[src/rtl/midi_voice_alloc_pkg.sv]
// rtl/midi_voice_alloc_pkg.sv - shared constants, FSM states and helpers for the MIDI voice allocator
package midi_voice_alloc_pkg;

    localparam logic [3:0]  MIDI_NOTE_OFF = 4'h8;
    localparam logic [3:0]  MIDI_NOTE_ON  = 4'h9;
    localparam logic [3:0]  MIDI_CTRL     = 4'hB;
    localparam logic [3:0]  MIDI_PRG      = 4'hC;
    localparam logic [3:0]  MIDI_BEND     = 4'hE;

    localparam logic [6:0]  CC_SUSTAIN    = 7'd64;
    localparam logic [6:0]  CC_ALL_OFF    = 7'd123;
    localparam logic [13:0] BEND_CENTER   = 14'd8192;

    typedef enum logic [2:0] {
        S_IDLE,
        S_D1,
        S_SCAN,
        S_COMMIT,
        S_CTRL,
        S_BEND,
        S_PRG
    } fsm_state_t;

    function automatic logic status_handled(input logic [3:0] nibble);
        return nibble inside {MIDI_NOTE_OFF, MIDI_NOTE_ON, MIDI_CTRL, MIDI_PRG, MIDI_BEND};
    endfunction

endpackage

[src/rtl/midi_voice_alloc_if.sv]
// rtl/midi_voice_alloc_if.sv - muxed MIDI byte stream bundle
// Ports: byteready (1-cycle data strobe), cur_status (running status),
//        midibyte_nr (data byte index, odd = 1st), midi_in_data (data byte).
interface midi_voice_alloc_if;
    logic       byteready;
    logic [7:0] cur_status;
    logic [7:0] midibyte_nr;
    logic [7:0] midi_in_data;

    modport master (output byteready, cur_status, midibyte_nr, midi_in_data);
    modport slave  (input  byteready, cur_status, midibyte_nr, midi_in_data);
endinterface

[src/rtl/midi_voice_alloc_voice_slot.sv]
// rtl/midi_voice_alloc_voice_slot.sv - per-voice key/channel/held/age registers and gate
// Ports: CLOCK_50, reset_reg_N; commands trig/age_inc/hold/rel with key_in/ch_in;
//        state outputs gate, held, key, ch, age.
module voice_slot #(
    parameter int AGE_W = 4
) (
    input  logic             CLOCK_50,
    input  logic             reset_reg_N,
    input  logic             trig,
    input  logic             age_inc,
    input  logic             hold,
    input  logic             rel,
    input  logic [6:0]       key_in,
    input  logic [3:0]       ch_in,
    output logic             gate,
    output logic             held,
    output logic [6:0]       key,
    output logic [3:0]       ch,
    output logic [AGE_W-1:0] age
);

    always_ff @(posedge CLOCK_50 or negedge reset_reg_N) begin
        if (!reset_reg_N) begin
            gate <= 1'b0;
            held <= 1'b0;
            key  <= '0;
            ch   <= '0;
            age  <= '0;
        end else if (trig) begin
            gate <= 1'b1;
            held <= 1'b0;
            key  <= key_in;
            ch   <= ch_in;
            age  <= '0;
        end else begin
            if (hold) begin
                held <= 1'b1;
            end else if (rel) begin
                gate <= 1'b0;
                held <= 1'b0;
            end
            // Saturate so long-held voices keep a stable "oldest" ranking.
            if (age_inc && age != {AGE_W{1'b1}}) begin
                age <= age + 1'b1;
            end
        end
    end

endmodule

[src/rtl/midi_voice_alloc.sv]
// rtl/midi_voice_alloc.sv - MIDI note/controller decoder with voice allocation and stealing
// Ports: CLOCK_50, reset_reg_N (async, active-low); midi (byte stream, slave);
//        ch_enable (channel mask); voice_free (envelope done per voice);
//        keys_on, note_on, cur_key_adr/val, cur_vel, cur_key_ch, steal (note events);
//        sustain, pitch_cmd/pitch_val, prg_ch_cmd/prg_ch_data (controllers);
//        active_keys, busy, overrun (status).
module midi_voice_alloc
    import midi_voice_alloc_pkg::*;
#(
    parameter int VOICES  = 8,
    parameter int V_WIDTH = 3,
    parameter int AGE_W   = 4
) (
    input  logic                CLOCK_50,
    input  logic                reset_reg_N,
    midi_voice_alloc_if.slave   midi,
    input  logic [15:0]         ch_enable,
    input  logic [VOICES-1:0]   voice_free,
    output logic [VOICES-1:0]   keys_on,
    output logic                note_on,
    output logic [V_WIDTH-1:0]  cur_key_adr,
    output logic [7:0]          cur_key_val,
    output logic [7:0]          cur_vel,
    output logic [3:0]          cur_key_ch,
    output logic                steal,
    output logic                sustain,
    output logic                pitch_cmd,
    output logic signed [13:0]  pitch_val,
    output logic                prg_ch_cmd,
    output logic [6:0]          prg_ch_data,
    output logic [V_WIDTH:0]    active_keys,
    output logic                busy,
    output logic                overrun
);

    fsm_state_t state, state_nx;

    logic [3:0]         ev_type, ev_ch, in_type;
    logic [6:0]         d1, d2;
    logic [V_WIDTH-1:0] scan_idx, m_idx, f_idx, u_idx, o_idx, target;
    logic               m_found, f_found, u_found;
    logic [AGE_W-1:0]   u_age, o_age;
    logic               accept, in_data, first_byte, second_byte, is_on, is_off;
    logic [V_WIDTH:0]   keys_cnt;

    logic [VOICES-1:0]  v_held, v_trig, v_inc, v_hold, v_rel;
    logic [6:0]         v_key [VOICES];
    logic [3:0]         v_ch  [VOICES];
    logic [AGE_W-1:0]   v_age [VOICES];

    assign in_type     = midi.cur_status[7:4];
    assign busy        = !(state == S_IDLE || state == S_D1);
    assign accept      = midi.byteready && !busy && ch_enable[midi.cur_status[3:0]]
                         && status_handled(in_type);
    // Index 0 would be the status byte itself, never a data byte.
    assign in_data     = midi.midibyte_nr != 8'd0;
    assign first_byte  = in_data && midi.midibyte_nr[0];
    assign second_byte = in_data && !midi.midibyte_nr[0];
    assign is_on       = ev_type == MIDI_NOTE_ON && d2 != 7'd0;
    assign is_off      = ev_type == MIDI_NOTE_OFF || (ev_type == MIDI_NOTE_ON && d2 == 7'd0);

    always_ff @(posedge CLOCK_50 or negedge reset_reg_N) begin
        if (!reset_reg_N) state <= S_IDLE;
        else              state <= state_nx;
    end

    always_comb begin
        state_nx = state;
        case (state)
            S_IDLE: if (accept && first_byte) state_nx = (in_type == MIDI_PRG) ? S_PRG : S_D1;
            S_D1: begin
                if (in_type != ev_type) begin
                    state_nx = S_IDLE;
                end else if (midi.byteready) begin
                    if (!accept || midi.midi_in_data[7] || !in_data) begin
                        state_nx = S_IDLE;
                    end else if (second_byte) begin
                        case (ev_type)
                            MIDI_NOTE_OFF, MIDI_NOTE_ON: state_nx = S_SCAN;
                            MIDI_CTRL:                   state_nx = S_CTRL;
                            MIDI_BEND:                   state_nx = S_BEND;
                            default:                     state_nx = S_IDLE;
                        endcase
                    end
                end
            end
            S_SCAN:  if (scan_idx == V_WIDTH'(VOICES - 1)) state_nx = S_COMMIT;
            default: state_nx = S_IDLE;
        endcase
    end

    // Allocation priority: retrigger matching key, then a finished voice,
    // then the oldest released one, and only then steal the oldest gated.
    always_comb begin
        target = o_idx;
        if (m_found)      target = m_idx;
        else if (f_found) target = f_idx;
        else if (u_found) target = u_idx;
    end

    always_comb begin
        v_trig = '0;
        v_inc  = '0;
        v_hold = '0;
        v_rel  = '0;
        for (int i = 0; i < VOICES; i++) begin
            if (state == S_COMMIT && is_on) begin
                if (target == V_WIDTH'(i)) v_trig[i] = 1'b1;
                else                       v_inc[i]  = 1'b1;
            end
            if (state == S_COMMIT && is_off && m_found && m_idx == V_WIDTH'(i)) begin
                if (sustain) v_hold[i] = 1'b1;
                else         v_rel[i]  = 1'b1;
            end
            if (state == S_CTRL && d1 == CC_SUSTAIN && !d2[6] && v_held[i]) v_rel[i] = 1'b1;
            if (state == S_CTRL && d1 == CC_ALL_OFF && v_ch[i] == ev_ch)     v_rel[i] = 1'b1;
        end
    end

    always_comb begin
        keys_cnt = '0;
        for (int i = 0; i < VOICES; i++) keys_cnt = keys_cnt + (V_WIDTH+1)'(keys_on[i]);
    end

    always_ff @(posedge CLOCK_50 or negedge reset_reg_N) begin
        if (!reset_reg_N) begin
            ev_type <= '0; ev_ch <= '0; d1 <= '0; d2 <= '0;
            scan_idx <= '0; m_idx <= '0; f_idx <= '0; u_idx <= '0; o_idx <= '0;
            m_found <= 1'b0; f_found <= 1'b0; u_found <= 1'b0; u_age <= '0; o_age <= '0;
            note_on <= 1'b0; cur_key_adr <= '0; cur_key_val <= '0; cur_vel <= '0;
            cur_key_ch <= '0; steal <= 1'b0; sustain <= 1'b0; pitch_cmd <= 1'b0;
            pitch_val <= '0; prg_ch_cmd <= 1'b0; prg_ch_data <= '0; active_keys <= '0;
            overrun <= 1'b0;
        end else begin
            note_on     <= 1'b0;
            steal       <= 1'b0;
            pitch_cmd   <= 1'b0;
            prg_ch_cmd  <= 1'b0;
            active_keys <= keys_cnt;
            if (midi.byteready && busy) overrun <= 1'b1;
            case (state)
                S_IDLE: if (accept && first_byte) begin
                    ev_type <= in_type;
                    ev_ch   <= midi.cur_status[3:0];
                    d1      <= midi.midi_in_data[6:0];
                    if (in_type == MIDI_PRG) prg_ch_data <= midi.midi_in_data[6:0];
                end
                S_D1: if (accept && in_type == ev_type && !midi.midi_in_data[7]) begin
                    if (first_byte) begin
                        ev_ch <= midi.cur_status[3:0];
                        d1    <= midi.midi_in_data[6:0];
                    end else if (second_byte) begin
                        d2       <= midi.midi_in_data[6:0];
                        scan_idx <= '0;
                        m_found  <= 1'b0;
                        f_found  <= 1'b0;
                        u_found  <= 1'b0;
                        if (ev_type == MIDI_BEND)
                            pitch_val <= $signed({midi.midi_in_data[6:0], d1} - BEND_CENTER);
                    end
                end
                S_SCAN: begin
                    if (!m_found && (keys_on[scan_idx] || v_held[scan_idx])
                        && v_key[scan_idx] == d1 && v_ch[scan_idx] == ev_ch) begin
                        m_found <= 1'b1;
                        m_idx   <= scan_idx;
                    end
                    if (!f_found && !keys_on[scan_idx] && voice_free[scan_idx]) begin
                        f_found <= 1'b1;
                        f_idx   <= scan_idx;
                    end
                    // Strict compare keeps the lowest index on equal ages.
                    if (!keys_on[scan_idx] && (!u_found || v_age[scan_idx] > u_age)) begin
                        u_found <= 1'b1;
                        u_idx   <= scan_idx;
                        u_age   <= v_age[scan_idx];
                    end
                    if (scan_idx == '0 || v_age[scan_idx] > o_age) begin
                        o_idx <= scan_idx;
                        o_age <= v_age[scan_idx];
                    end
                    scan_idx <= scan_idx + 1'b1;
                end
                S_COMMIT: if (is_on || m_found) begin
                    note_on     <= 1'b1;
                    cur_key_adr <= is_on ? target : m_idx;
                    cur_key_val <= {1'b0, d1};
                    cur_vel     <= {1'b0, d2};
                    cur_key_ch  <= ev_ch;
                    steal       <= is_on && !m_found && !f_found && !u_found;
                end
                S_CTRL:  if (d1 == CC_SUSTAIN) sustain <= d2[6];
                S_BEND:  pitch_cmd  <= 1'b1;
                S_PRG:   prg_ch_cmd <= 1'b1;
                default: ;
            endcase
        end
    end

    for (genvar g = 0; g < VOICES; g++) begin : g_slot
        voice_slot #(.AGE_W(AGE_W)) u_slot (
            .CLOCK_50    (CLOCK_50),
            .reset_reg_N (reset_reg_N),
            .trig        (v_trig[g]),
            .age_inc     (v_inc[g]),
            .hold        (v_hold[g]),
            .rel         (v_rel[g]),
            .key_in      (d1),
            .ch_in       (ev_ch),
            .gate        (keys_on[g]),
            .held        (v_held[g]),
            .key         (v_key[g]),
            .ch          (v_ch[g]),
            .age         (v_age[g])
        );
    end

endmodule
[src/flat_wrapper.sv]
// flat-port wrapper written by rule: the top's interface ports become plain ports
module midi_voice_alloc_flat import midi_voice_alloc_pkg::*;
#(
    parameter int VOICES  = 8,
    parameter int V_WIDTH = 3,
    parameter int AGE_W   = 4
)
  (CLOCK_50, reset_reg_N, ch_enable, voice_free, keys_on, note_on, cur_key_adr, cur_key_val, cur_vel, cur_key_ch, steal, sustain, pitch_cmd, pitch_val, prg_ch_cmd, prg_ch_data, active_keys, busy, overrun, midi_byteready, midi_cur_status, midi_midibyte_nr, midi_midi_in_data);
  midi_voice_alloc_if midi_i ();
  input  logic CLOCK_50;
  input  logic reset_reg_N;
  input  logic [15:0] ch_enable;
  input  logic [VOICES-1:0] voice_free;
  output logic [VOICES-1:0] keys_on;
  output logic note_on;
  output logic [V_WIDTH-1:0] cur_key_adr;
  output logic [7:0] cur_key_val;
  output logic [7:0] cur_vel;
  output logic [3:0] cur_key_ch;
  output logic steal;
  output logic sustain;
  output logic pitch_cmd;
  output logic signed [13:0] pitch_val;
  output logic prg_ch_cmd;
  output logic [6:0] prg_ch_data;
  output logic [V_WIDTH:0] active_keys;
  output logic busy;
  output logic overrun;
  input wire logic [$bits(midi_i.byteready)-1:0] midi_byteready;
  input wire logic [$bits(midi_i.cur_status)-1:0] midi_cur_status;
  input wire logic [$bits(midi_i.midibyte_nr)-1:0] midi_midibyte_nr;
  input wire logic [$bits(midi_i.midi_in_data)-1:0] midi_midi_in_data;
  assign midi_i.byteready = midi_byteready;
  assign midi_i.cur_status = midi_cur_status;
  assign midi_i.midibyte_nr = midi_midibyte_nr;
  assign midi_i.midi_in_data = midi_midi_in_data;
  midi_voice_alloc #(.VOICES(VOICES), .V_WIDTH(V_WIDTH), .AGE_W(AGE_W)) u_core (.CLOCK_50(CLOCK_50), .reset_reg_N(reset_reg_N), .midi(midi_i), .ch_enable(ch_enable), .voice_free(voice_free), .keys_on(keys_on), .note_on(note_on), .cur_key_adr(cur_key_adr), .cur_key_val(cur_key_val), .cur_vel(cur_vel), .cur_key_ch(cur_key_ch), .steal(steal), .sustain(sustain), .pitch_cmd(pitch_cmd), .pitch_val(pitch_val), .prg_ch_cmd(prg_ch_cmd), .prg_ch_data(prg_ch_data), .active_keys(active_keys), .busy(busy), .overrun(overrun));
endmodule
[config.mk]
export PLATFORM = sky130hd
export DESIGN_NAME = midi_voice_alloc_flat
export DESIGN_NICKNAME = d
export VERILOG_FILES = /design/src/rtl/midi_voice_alloc_pkg.sv /design/src/rtl/midi_voice_alloc_if.sv /design/src/rtl/midi_voice_alloc_voice_slot.sv /design/src/rtl/midi_voice_alloc.sv /design/src/flat_wrapper.sv
export SDC_FILE = /design/constraint.sdc
export NUM_CORES = 1
export LEC_CHECK = 0
export BUFFER_PORTS_ARGS = -buffer_cell sky130_fd_sc_hd__buf_4
export CAP_MARGIN = 20
export CORE_UTILIZATION = 23
export CTS_CLUSTER_SIZE = 20
export DETAILED_ROUTE_END_ITERATION = 8
export SLEW_MARGIN = 10
export SYNTH_ARGS = -nofsm -noshare
export SYNTH_HDL_FRONTEND = slang
export SYNTH_HIERARCHICAL = 1
export SYNTH_SLANG_ARGS = --single-unit
[constraint.sdc]
create_clock -name CLOCK_50 -period 4.35 [get_ports CLOCK_50]
set_input_delay 0.6525 -clock CLOCK_50 [delete_from_list [all_inputs] [get_ports CLOCK_50]]
set_output_delay 0.6525 -clock CLOCK_50 [all_outputs]
set_load 0.01 [all_outputs]
-- Yosys cells after proc, flatten, opt, wreduce, memory -nomap -nowiden
Cells that the tools add are included.
- flip-flop bits (word level): 239
- bits in latches: 0
- memory bits (writable): 0
- memory bits (read-only): 0
- input port bits: 51
- output and inout bits: 63
- word-level logic and storage cells: 477
- memories: 0
- add/sub/neg operators: 17
- multipliers: 0
- divide/modulo/power cells: 0
- order comparisons: 5
- eq/ne operators: 71
- shift-type cells: 0
- multiplexer cells: 179
- bitwise operators: 2
- reductions and logical operators: 135
- operators by type and width (operator ; number):
    2-to-1 mux 1 bit ; 122
    2-to-1 mux 4 bit ; 23
    logical AND 1 bit ; 58
    2-to-1 mux 3 bit ; 14
    equality test 4 bit ; 10
    equality test 3 bit (second input constant) ; 12
    equality test 4 bit (second input constant) ; 9
    nonzero test 2 bit ; 18
    2-to-1 mux 7 bit ; 5
    adder 4 x 1 -> 4 bit (second input constant) ; 8
    inequality test 4 bit (second input constant) ; 8
    AND reduction 2 bit ; 15
    adder 4 x 1 -> 4 bit ; 6
    binary-select mux 4 bit (select 3 bit) ; 2
    nonzero test 3 bit ; 8
    inequality test 2 bit (second input constant) ; 11
    binary-select mux 7 bit (select 3 bit) ; 1
    AND reduction 5 bit ; 4
    equality test 3 x 2 -> 1 bit (second input constant) ; 6
    case mux 3 bit (3 select lines) ; 2
    AND reduction 4 bit ; 4
    equality test 7 bit (second input constant) ; 2
    case mux 7 bit (2 select lines) ; 1
    subtractor 14 bit (second input constant) ; 1
    28 further kinds ; 59

-- Depth between registers and ports, before layout
Gate-level depths: netlist of run 1.
- depth in word-level cells: 12
- depth in mapped cells: 15
- depth with buffers taken out: 11

-- Modules after synthesis
Netlist of run 1, hierarchy kept.
- modules (own cells, without submodules) (module ; times used ; cells an instance ; area each (µm²)):
    midi_voice_alloc ; 1 ; 592 ; 6835.3
    voice_slot ; 8 ; 51 ; 724.4

-- Worst setup path before layout of run 1
No wires, ideal clock.
- path type: register to register
- from: register u_core.scan_idx[0]
- to: register u_core.u_age[1]
- setup time: 0.125 ns
- data arrival time: 3.524 ns
- setup slack: 0.701 ns
- stages on the path, launching flop included: 15
- path through: dfrtp_1 > buf_6 > buf_4 > buf_1 > mux4_2 > mux2_2 > ha_1 > nor2b_1 > o21a_1 > o21a_1 > o21ai_0 > a21oi_1 > and2_1 > clkbuf_1 > mux2_2
- longest elaborated chain between the ends: 8
- elaborated cells between the ends (all ways): 11
- RTL lines (what ; line ; source):
    start: declaration ; midi_voice_alloc.sv:40 ; logic [V_WIDTH-1:0] scan_idx, m_idx, f_idx, u_idx, o_idx, target;
    start signal: assignment ; midi_voice_alloc.sv:182 ; scan_idx <= scan_idx + 1'b1;
    inverter 3 -> 4 bit (not written as such) ; midi_voice_alloc.sv:173, midi_voice_alloc.sv:176 ;
    binary-select mux 4 bit (select 3 bit) ; midi_voice_alloc.sv:173, midi_voice_alloc.sv:176 ;
    2-to-1 mux 4 bit (not written as such) (2 in series) ; midi_voice_alloc.sv:173, midi_voice_alloc.sv:176 ;
    > comparator 4 bit ; midi_voice_alloc.sv:173 ; if (!keys_on[scan_idx] && (!u_found || v_age[scan_idx] > u_age)) begin
    logical OR 1 bit ; midi_voice_alloc.sv:173 ;
    logical AND 1 bit ; midi_voice_alloc.sv:173 ;
    AND reduction 2 bit (no source line) ; n/a ;
    end signal: assignment ; midi_voice_alloc.sv:176 ; u_age <= v_age[scan_idx];
    end: declaration ; midi_voice_alloc.sv:42 ; logic [AGE_W-1:0] u_age, o_age;
Parallel ways exist; a longest one is shown, timed or not. The select of a mux whose other input is x is not followed.
A chain may end at the register's enable or synchronous reset.

-- Final worst setup path of run 1
- from: register u_core.scan_idx[0]
- to: register u_core.o_idx[2]
- longest elaborated chain between the ends: 7
- elaborated cells between the ends (all ways): 8
- RTL lines (what ; line ; source):
    inverter 3 -> 4 bit (not written as such) ; midi_voice_alloc.sv:178 ; if (scan_idx == '0 || v_age[scan_idx] > o_age) begin
    binary-select mux 4 bit (select 3 bit) ; midi_voice_alloc.sv:178 ;
    2-to-1 mux 4 bit (not written as such) (2 in series) ; midi_voice_alloc.sv:178 ;
    > comparator 4 bit ; midi_voice_alloc.sv:178 ;
    logical OR 1 bit * ; midi_voice_alloc.sv:178 ;
    AND reduction 2 bit (no source line) * ; n/a ;
    end signal: assignment ; midi_voice_alloc.sv:179 ; o_idx <= scan_idx;
    end: declaration ; midi_voice_alloc.sv:40 ;
Every way passes the cells marked *; elsewhere a longest branch is shown, timed or not. The select of a mux whose other input is x is not followed.

==> results of run 1 <==
registers in the layout, indices dropped and copies added (netlist names), 7 cells and up:
register	cells
u_core/pitch_val	14
u_core/cur_vel	7
u_core/g_slot.u_slot/held	8
u_core/d2	7
u_core/d1	7
u_core/g_slot.u_slot/gate	8
u_core/prg_ch_data	7
u_core/g_slot.u_slot/age	32
u_core/g_slot.u_slot/ch	32
u_core/g_slot.u_slot/key	56
u_core/cur_key_val	7
final cells by class:
class / instances / area (µm²)
Sequential cell: 239 / 5980
Fill cell: 5554 / 39000
Inverter: 35 / 131
Tap cell: 696 / 871
Multi-Input combinational cell: 679 / 6150
Clock buffer: 43 / 806
Timing Repair Buffer: 132 / 1040
Clock inverter: 1 / 5.00
per-stage QoR:
step	total power [W]	instance area (µm²)	cells
finish	0.00606	15000	1825
global route	0.00635	15000	1825
CTS	0.00615	15000	1825
detailed placement	0.00401	14200	1781
global placement	0.00400	14200	1781
floorplan	0.00348	12600	1001
layout by cell type, fill, tap and decap left out, drive strengths merged, types with 35 or more instances in the layout:
cell type,n
dfrtp,239
mux2,184
buf,132
nor2,57
xnor2,45
a21oi,43
clkbuf,43
nand2,39
inv,35
logic make-up after synthesis:
kind of cell	count (synthesis)
DFF	239
muxes	242
other	1
xor gates and xnor gates	49
adders and majority gates	26
and+or+nand+nor	245
AOI/OAI and AO/OA	115
buffers and inverters	83
routing by layer:
metal / routed length [µm] / up-vias / global-route usage [%]
li1: - / 3845 / -
met1: 14900 / 4268 / 15.7
met2: 14800 / 169 / 18.3
met3: 1310 / 45 / 2.06
met4: 721 / 0 / 3.11
met5: 0 / - / 0
worst max path at each step:
stage	start	end	slack, ns	cells past startpoint
6_report	u_core/scan_idx[0]	u_core/o_idx[2]	0.91	8
5_1_grt	u_core/scan_idx[0]	u_core/o_age[0]	0.69	8
4_1_cts	u_core/scan_idx[0]	u_core/o_age[2]	0.86	8
3_5_place_dp	u_core/scan_idx[0]	u_core/o_age[2]	0.89	8
2_1_floorplan	u_core/scan_idx[0]	u_core/u_age[1]	0.70	14
3_3_place_gp	u_core/scan_idx[0]	u_core/o_age[0]	0.97	8
report_power, final:
| group | internal (W) | switching, W | total, W | leakage (nW) |
|---|---|---|---|---|
| Combinational | 0.000587 | 0.000660 | 0.00125 | 3.10 |
| Clock | 0.00125 | 0.000866 | 0.00211 | 0.398 |
| Sequential | 0.00235 | 0.000355 | 0.00270 | 3.26 |
worst max-delay path, delay by kind of cell, from the launching register on:
kind	cells	cell delay (ns)
buf+inv	1	0.42
mux	3	1.28
flops	1	0.49
fa+ha+maj	1	0.32
compound gates	3	0.80
==> flow_metrics.env, run 1 <==
export IMPL_synth_top_area_share_pct=47.4
export IMPL_synth_avg_cell_area_um2=12.6
export IMPL_grt_pass1_vias=8672
export IMPL_cts_root_buf="clkbuf_16"
export IMPL_grt_pass1_wl_mm=50.6
export IMPL_die_area_mm2=0.0559
export IMPL_synth_edf_count=0
export IMPL_ctsHoldBuffers=0
export IMPL_synth_simple_gate_area_share_pct=11.9
export IMPL_final_hold_viol_count=0
export IMPL_finalSetupViolations=0
export IMPL_cp_cell_sequence="buf_4 -> mux4_2 -> mux2_2 -> ha_1 -> a21oi_1 -> a41o_1 -> a21oi_1 -> mux2_2"
export IMPL_synth_compound_gate_area_share_pct=5.68
export IMPL_synth_mux_area_share_pct=24.9
export IMPL_area_delta_synth_final_pct=18.6
export IMPL_gr_total_overflow=0
export IMPL_numCtsBuffers=26
export IMPL_ios=114
export IMPL_place_congestion=0.860
export IMPL_status="finished clean"
export IMPL_synth_async_sr_flop_share_pct=100
export IMPL_powerDensity_mw_per_mm2=405
export IMPL_synthFlopType="dfrtp_1"
export IMPL_r2r_end="u_core/o_idx[2]"
export IMPL_port_buffers=111
export IMPL_drive_gt1_share_pct=34.5
export IMPL_drc_errors=0
export IMPL_wire_per_inst_um=17.4
export IMPL_rows=85
export IMPL_synth_top_cells_by_area="dfrtp_1 47%, mux2_2 12%, mux4_2 5.3%, mux2_1 3.2%, xnor2_1 3.1%"
export IMPL_max_stage_delay_ns=0.56
export IMPL_finalMaxSlewViolations=0
export IMPL_vdd_drop_max_uv=333
export IMPL_cp_max_fo=21
export IMPL_synth_largest_area_cell="dfrtp_1"
export IMPL_tns_ns=0
export IMPL_grt_antenna_before_repair=0
export IMPL_cts_path_max_buffers=3
export IMPL_grt_max_degree=113
export IMPL_via_count=8327
export IMPL_ys_types=70
export IMPL_fin_crit_ns=3.44
export IMPL_yosysWarnings=6
export IMPL_die_x_um=236
export IMPL_critPathArrivalTime_ns=3.84
export IMPL_htree_num_levels=1
export IMPL_end_kind="register"
export IMPL_track_usage_pct=11.4
export IMPL_rrSetupSlack_ns=0.91
export IMPL_drv_cap=0
export IMPL_die_y_um=236
export IMPL_leakage_nw=6.76
export IMPL_ff2ff_path_depth=8
export IMPL_post_cts_setup_buffers=0
export IMPL_rsz0062_at_grt="false"
export IMPL_viasPerCell=4.56
export IMPL_ant_nets=0
export IMPL_seq_area_frac_synth_pct=47.4
export IMPL_clk_latency_ns=0.53
export IMPL_hold_class="in -> async"
export IMPL_whs_ns=0.195
export IMPL_r2r_start="u_core/scan_idx[0]"
export IMPL_post_cts_resized=0
export IMPL_slew_headroom_pct=38.1
export IMPL_dp_slack_ns=0.887
export IMPL_critical_path_class="reg -> reg"
export IMPL_syn_inst=1000
export IMPL_fin_util_pct=27.7
export IMPL_startpoint_type="register"
export IMPL_synth_top_family_by_area="multiplexers"
export IMPL_tightestPinTransition_ns=0.925
export IMPL_num_antenna_cells=0
export IMPL_ys_ff_latch=239
export IMPL_first_pass_iters=5
export IMPL_core_area_mm2=0.0540
export IMPL_synth_xor_area_share_pct=3.40
export IMPL_start_util_pct=23.4
export IMPL_yosys_area_share_adder_pct=2.81
export IMPL_dpl_hpwl_mm=22.7
export IMPL_setup_ws_ns=0.912
export IMPL_clk_pin_slew_ns=0.06
export IMPL_cts_tree="done"
export IMPL_fin_nets=1190
export IMPL_cp_slowest_cell="mux4_2"
export IMPL_cts_sinks=239
export IMPL_synth_most_common_cell="dfrtp_1"
export IMPL_totalWireLength_mm=31.7
export IMPL_worst_ep_required_time_ns=4.76
export IMPL_finalClockSkew_ns=0.00772
export IMPL_drt_iter0_drc=631
export IMPL_synth_common_cells="239 x dfrtp_1, 131 x mux2_2, 56 x nor2_1"
export IMPL_finalCritPeriodShare_pct=79.0
export IMPL_synth_area_mm2=0.0126
export IMPL_max_freq_ghz=0.291
(Power assumes the default switching activity.)
==> run 2: changes to the inputs <==
- ABC_AREA: not set -> 1
- clock period: 4.35 -> 2.9 ns (I/O delays scaled with it)
==> run 2 against run 1 <==
Flip-flop and latch count unchanged. Worst setup slack worse by 0.81 ns. Wire length up 28%. Clock power up 92%. Register-to-register slack worse by 0.81 ns. Combinational power rose to 3.4 times the previous value. Sequential power up 51%. Critical endpoint is now u_core/active_keys[1]. Largest cell class unchanged.
==> flow_metrics.env, run 2 <==
export IMPL_startpoint_type="register"
export IMPL_via_count=11800
export IMPL_grt_antenna_before_repair=0
export IMPL_ant_nets=0
export IMPL_final_cell_mix="714 x nand2_1, 238 x dfrtp_1, 162 x inv_1"
export IMPL_clk_pin_slew_ns=0.06
export IMPL_rsz0062_at_grt="true"
export IMPL_cts_root_buf="clkbuf_16"
export IMPL_finalClockSkew_ns=0.0213
export IMPL_drc_errors=0
export IMPL_wire_per_inst_um=15.0
export IMPL_end_kind="register"
export IMPL_yosysWarnings=6
export IMPL_track_usage_pct=13.9
export IMPL_grt_pass1_wl_mm=65.0
export IMPL_finalMaxSlewViolations=0
export IMPL_cp_common_cell="fa_1"
export IMPL_ys_types=41
export IMPL_numCtsBuffers=29
export IMPL_synth_area_mm2=0.0132
export IMPL_drive_gt1_share_pct=14.1
export IMPL_synth_common_cells="715 x nand2_1, 239 x dfrtp_1, 163 x inv_1"
export IMPL_cts_path_max_buffers=3
export IMPL_vdd_drop_max_uv=407
export IMPL_finalCritPeriodShare_pct=96.4
export IMPL_area_delta_synth_final_pct=22.0
export IMPL_num_antenna_cells=0
export IMPL_grt_max_degree=60
export IMPL_syn_inst=1803
export IMPL_gr_total_overflow=0
export IMPL_die_area_mm2=0.0585
export IMPL_final_common_cell="nand2_1"
export IMPL_dpl_hpwl_mm=28.9
export IMPL_status="finished clean"
export IMPL_totalWireLength_mm=40.7
export IMPL_first_pass_iters=5
export IMPL_tightestPinTransition_ns=0.740
export IMPL_ios=114
export IMPL_synth_most_common_cell="nand2_1"
export IMPL_synthFlopType="dfrtp_1"
export IMPL_fin_nets=2003
export IMPL_htree_num_levels=1
export IMPL_rows=87
export IMPL_final_hold_viol_count=0
export IMPL_place_congestion=0.832
export IMPL_cts_tree="done"
export IMPL_port_buffers=111
export IMPL_synth_top_area_share_pct=45.2
export IMPL_synth_top_cells_by_area="dfrtp_1 45%, nand2_1 20%, nand3_1 5.3%, inv_1 4.6%, nor2_1 3.9%"
export IMPL_critPathArrivalTime_ns=3.25
export IMPL_fin_util_pct=28.5
export IMPL_fin_total_pwr_w=0.0123
export IMPL_top_register="u_core/g_slot.u_slot/key"
export IMPL_start_util_pct=23.4
export IMPL_powerDensity_mw_per_mm2=765
export IMPL_drt_iter0_drc=877
export IMPL_drv_cap=0
export IMPL_max_freq_ghz=0.358
export IMPL_worst_ep_required_time_ns=3.35
export IMPL_ys_ff_latch=239
export IMPL_synth_avg_cell_area_um2=7.34
export IMPL_grt_pass1_vias=11200
export IMPL_cp_cell_sequence="fa_1 -> inv_1 -> fa_1 -> fa_1 -> inv_1 -> ha_2 -> inv_2 -> fa_1 -> inv_1"
export IMPL_cp_top_family="adder cells"
export IMPL_hold_class="in -> reg"
export IMPL_die_y_um=242
export IMPL_fin_crit_ns=2.80
export IMPL_seq_area_frac_synth_pct=45.2
export IMPL_path_buf_inv=4
export IMPL_synth_largest_area_cell="dfrtp_1"
export IMPL_slew_headroom_pct=50.3
export IMPL_leakage_nw=8.49
export IMPL_max_stage_delay_ns=0.54
export IMPL_largest_register_ffs=56
export IMPL_synth_async_sr_flop_share_pct=100
export IMPL_synth_edf_count=0
export IMPL_cp_max_fo=2
export IMPL_critical_path_class="reg -> reg"
export IMPL_clk_latency_ns=0.57
export IMPL_die_x_um=242
export IMPL_cp_slowest_cell="fa_1"
export IMPL_finalSetupViolations=0
export IMPL_viasPerCell=4.36
export IMPL_cts_sinks=239
export IMPL_core_area_mm2=0.0566
export IMPL_top_regs="u_core/g_slot.u_slot/key (56), u_core/g_slot.u_slot/age (32), u_core/g_slot.u_slot/ch (32)"
## run 2: final timing paths
path	startpoint	endpoint	slack, ns	depth (start not counted)
setup / recovery	u_core/g_slot[0].u_slot/gate	u_core/active_keys[1]	0.10	9
max in group asynchronous	reset_reg_N	u_core/g_slot[0].u_slot/ch[1]	1.70	3
setup reg to reg	u_core/g_slot[0].u_slot/gate	u_core/active_keys[1]	0.10	9
hold / removal	midi_cur_status[6]	u_core/ev_type[2]	0.11	3
min in group asynchronous	reset_reg_N	u_core/active_keys[0]	0.43	2
hold reg to reg	u_core/g_slot[5].u_slot/key[0]	u_core/g_slot[5].u_slot/key[0]	0.47	2
## run 2: logic make-up after synthesis
logic type,synth area share [%]
AND/OR/NAND/NOR,34.0
multiplexers,0.822
AO/OA/AOI/OAI,6.37
XOR/XNOR,2.91
buffers and inverters,8.02
adder cells (fa/ha/maj),2.68
other,0.0283
flip-flops,45.2
## run 2: where the power goes
| group | internal (W) | switching [W] | total (W) |
|---|---|---|---|
| Combinational | 0.00143 | 0.00278 | 0.00420 |
| Sequential | 0.00372 | 0.000378 | 0.00409 |
| Clock | 0.00254 | 0.00151 | 0.00405 |
| Total | 0.00769 | 0.00466 | 0.0123 |
## run 2: area by class of cell
cell class | instances | area [µm²]
clock inverter | 16 | 244
fill | 6182 | 40500
clock buffer | 38 | 830
inverter | 183 | 687
sequential | 239 | 5980
multi-input combinational | 1312 | 6220
tap | 756 | 946
timing repair buffer | 161 | 1240
## run 2: layer usage
metal	global-route usage (%)	share of wire [%]	vias up
li1	-	-	5913
met1	19.5	47	5557
met2	22.1	45	266
met3	2.17	4.9	60
met4	3.72	2.3	0
met5	0	0	-
## run 2: worst min-delay path, stage by stage
cell and delay [ns]:
buf_4 0.11, nand2_1 0.05, nand2_1 0.06
## run 2: stage by stage
step                      instance area [µm²]  hold slack (ns)  setup slack (ns)  cells  setup TNS, ns
after floorplan                         13200            0.139             0.144   1804              0
after global placement                  15100            0.413             0.115   2649              0
after detailed placement                15100            0.417             0.117   2649              0
after CTS                               16100           0.0998            0.0977   2704              0
after global routing                    16200            0.111          -0.00735   2705       -0.00735
final                                   16200            0.113             0.105   2705              0
## run 2: repair_timing
action,in CTS,in global routing
buffers inserted,0,1
hold buffers,1,0
hold endpoints to repair,52,0
gates resized for setup,0,3
setup endpoints to repair,0,11
==> run 3: changes to the inputs <==
- GPL_TIMING_DRIVEN: not set -> 0
==> run 3 against run 2 <==
Critical path depth did not move. Combinational power rose by 5%. Wire length rose by 7.9%. Global-route usage rose by 0.94 points. Worst setup slack got worse by 0.092 ns. Register-to-register slack got worse by 0.09 ns. Final area rose by 1.1%. Non-clock buffer count rose by 31. Power rose by 0.75%.
==> flow_metrics.env, run 3 (synthesis gave the netlist of run 2 again) <==
export IMPL_end_kind="register"
export IMPL_largest_register_ffs=56
export IMPL_num_antenna_cells=0
export IMPL_core_area_mm2=0.0566
export IMPL_die_y_um=242
export IMPL_pwr_share_clk_pct=29.3
export IMPL_powerDensity_mw_per_mm2=762
export IMPL_start_util_pct=23.4
export IMPL_cp_cell_sequence="fa_1 -> inv_1 -> fa_1 -> fa_1 -> inv_1 -> ha_2 -> inv_2 -> fa_1 -> xnor2_1"
export IMPL_finalCritPeriodShare_pct=99.5
export IMPL_slew_headroom_pct=39.3
export IMPL_gr_total_overflow=0
export IMPL_drt_iter0_drc=1159
export IMPL_switching_power_w=0.00504
export IMPL_viasPerCell=4.47
export IMPL_finalMaxSlewViolations=0
export IMPL_port_buffers=110
export IMPL_rsz0062_at_grt="true"
export IMPL_area_delta_synth_final_pct=23.3
export IMPL_finalSetupViolations=0
export IMPL_grt_pass1_wl_mm=68.3
export IMPL_die_x_um=242
export IMPL_tightestPinTransition_ns=0.910
export IMPL_die_area_mm2=0.0585
export IMPL_finalClockSkew_ns=0.0173
export IMPL_cp_max_fo=2
export IMPL_path_buf_inv=3
export IMPL_rows=87
export IMPL_hold_class="in -> reg"
export IMPL_fillCellCount=6174
export IMPL_fin_total_pwr_w=0.0124
export IMPL_worst_ep_required_time_ns=3.34
export IMPL_drc_errors=0
export IMPL_cts_path_max_buffers=3
export IMPL_first_pass_iters=5
export IMPL_cts_sinks=239
export IMPL_final_common_cell="nand2_1"
export IMPL_place_congestion=0.896
export IMPL_clk_latency_ns=0.57
export IMPL_totalWireLength_mm=43.9
export IMPL_dp_cells=2672
export IMPL_wire_per_inst_um=16.0
export IMPL_status="finished clean"
export IMPL_grt_antenna_before_repair=0
export IMPL_design_area_mm2=0.0163
export IMPL_vdd_drop_max_uv=424
export IMPL_critPathArrivalTime_ns=3.33
export IMPL_grt_pass1_vias=11600
export IMPL_cts_root_buf="clkbuf_16"
export IMPL_layout_cells_non_filler=2735
export IMPL_track_usage_pct=14.8
export IMPL_top_regs="u_core/g_slot.u_slot/key (56), u_core/g_slot.u_slot/age (32), u_core/g_slot.u_slot/ch (32)"
export IMPL_via_count=12200
export IMPL_drv_cap=0
export IMPL_ios=114
export IMPL_fin_util_pct=28.8
export IMPL_pwr_share_comb_pct=35.3
export IMPL_final_cell_mix="709 x nand2_1, 235 x dfrtp_1, 161 x inv_1"
export IMPL_fin_crit_ns=2.89
export IMPL_seqPwrFrac_pct=35.4
export IMPL_cp_common_cell="fa_1"
export IMPL_grt_max_degree=94
export IMPL_max_stage_delay_ns=0.55
export IMPL_drive_gt1_share_pct=15.6
export IMPL_cts_tree="done"
export IMPL_clk_pin_slew_ns=0.06
export IMPL_sw_frac_of_total_pct=40.5
export IMPL_htree_num_levels=1
export IMPL_max_freq_ghz=0.346
export IMPL_leakage_nw=8.52
export IMPL_fin_nets=2034
export IMPL_internal_power_w=0.00740
export IMPL_startpoint_type="register"
export IMPL_dpl_instance_area_mm2=0.0151
export IMPL_numCtsBuffers=29
export IMPL_critical_path_class="reg -> reg"
export IMPL_final_hold_viol_count=0
export IMPL_top_register="u_core/g_slot.u_slot/key"
export IMPL_cp_slowest_cell="fa_1"
export IMPL_ant_nets=0
export IMPL_dpl_hpwl_mm=31.3
export IMPL_cp_top_family="adder cells"
## run 3: cell types whose count changed in the layout (fill, tap and decap cells not counted), moves of 6 or more
| cell | before | now |
|---|---|---|
| buf_2 | 0 | 28 |
| buf_6 | 0 | 10 |
| clkbuf_1 | 2 | 14 |
| buf_4 | 157 | 131 |
| bufinv_16 | 6 | 0 |
## run 3: final timing paths
path                                                startpoint                              to  slack (ns)  depth (start not counted)
worst min-delay path                      midi_midi_in_data[6]                    u_core/d1[6]         0.1                          3
max in group asynchronous                          reset_reg_N           u_core/prg_ch_data[2]        1.18                          4
min in group asynchronous                          reset_reg_N           u_core/active_keys[3]        0.43                          2
worst max-delay path              u_core/g_slot[0].u_slot/gate           u_core/active_keys[2]        0.01                          9
worst min register to register  u_core/g_slot[5].u_slot/key[0]  u_core/g_slot[5].u_slot/key[0]        0.47                          2
worst max register to register    u_core/g_slot[0].u_slot/gate           u_core/active_keys[2]        0.01                          9
## run 3: power by group through the flow
stage	Combinational, W	Sequential, W	Clock (W)
3_5_place_dp	0.00409	0.00446	0
2_1_floorplan	0.00260	0.00417	0
4_1_cts	0.00423	0.00441	0.00371
5_1_grt	0.00483	0.00446	0.00385
6_report	0.00439	0.00441	0.00364
3_3_place_gp	0.00406	0.00446	0
## run 3: final cells by class
cell class | count | area, µm² | area share [%]
plain buffers | 66 | 438 | 2.68
clock buffers | 43 | 888 | 5.44
clock inverters | 10 | 76.3 | 0.468
inverters | 183 | 687 | 4.21
multi-input cells | 1312 | 6300 | 38.6
flip-flops and latches | 239 | 5990 | 36.7
well taps | 756 | 946 | 5.79
repair buffers | 126 | 1000 | 6.12
## run 3: what timing repair did
item / CTS / global route
setup endpoints to repair: 56 / 113
endpoints found under the hold margin: 77 / 0
resized for setup: 35 / 34
pin swaps: 3 / 5
buffers inserted: 5 / 8
hold buffers: 1 / 0
## run 3: stage by stage
step	setup WS, ns	hold WS (ns)	setup TNS, ns
floorplan	0.144	0.139	0
detailed placement	-0.856	0.453	-22.84
global route	-0.0793	0.0950	-0.155
CTS	-0.0285	0.0828	-0.182
global placement	-0.796	0.449	-179.90
finish	0.0131	0.0995	0
## run 3: worst reg2reg max path: stages, from the launching register on
cell and delay (ns):
dfrtp_2 0.48, fa_1 0.55, inv_1 0.05, fa_1 0.49, fa_1 0.41, inv_1 0.07
ha_2 0.18, inv_2 0.04, fa_1 0.37, xnor2_1 0.13
## run 3: layer usage
layer,part of all wire [%],GRT usage [%]
met3,6.7,2.47
met5,0,0
met4,3.2,4.91
met1,45,20.6
met2,45,23.4
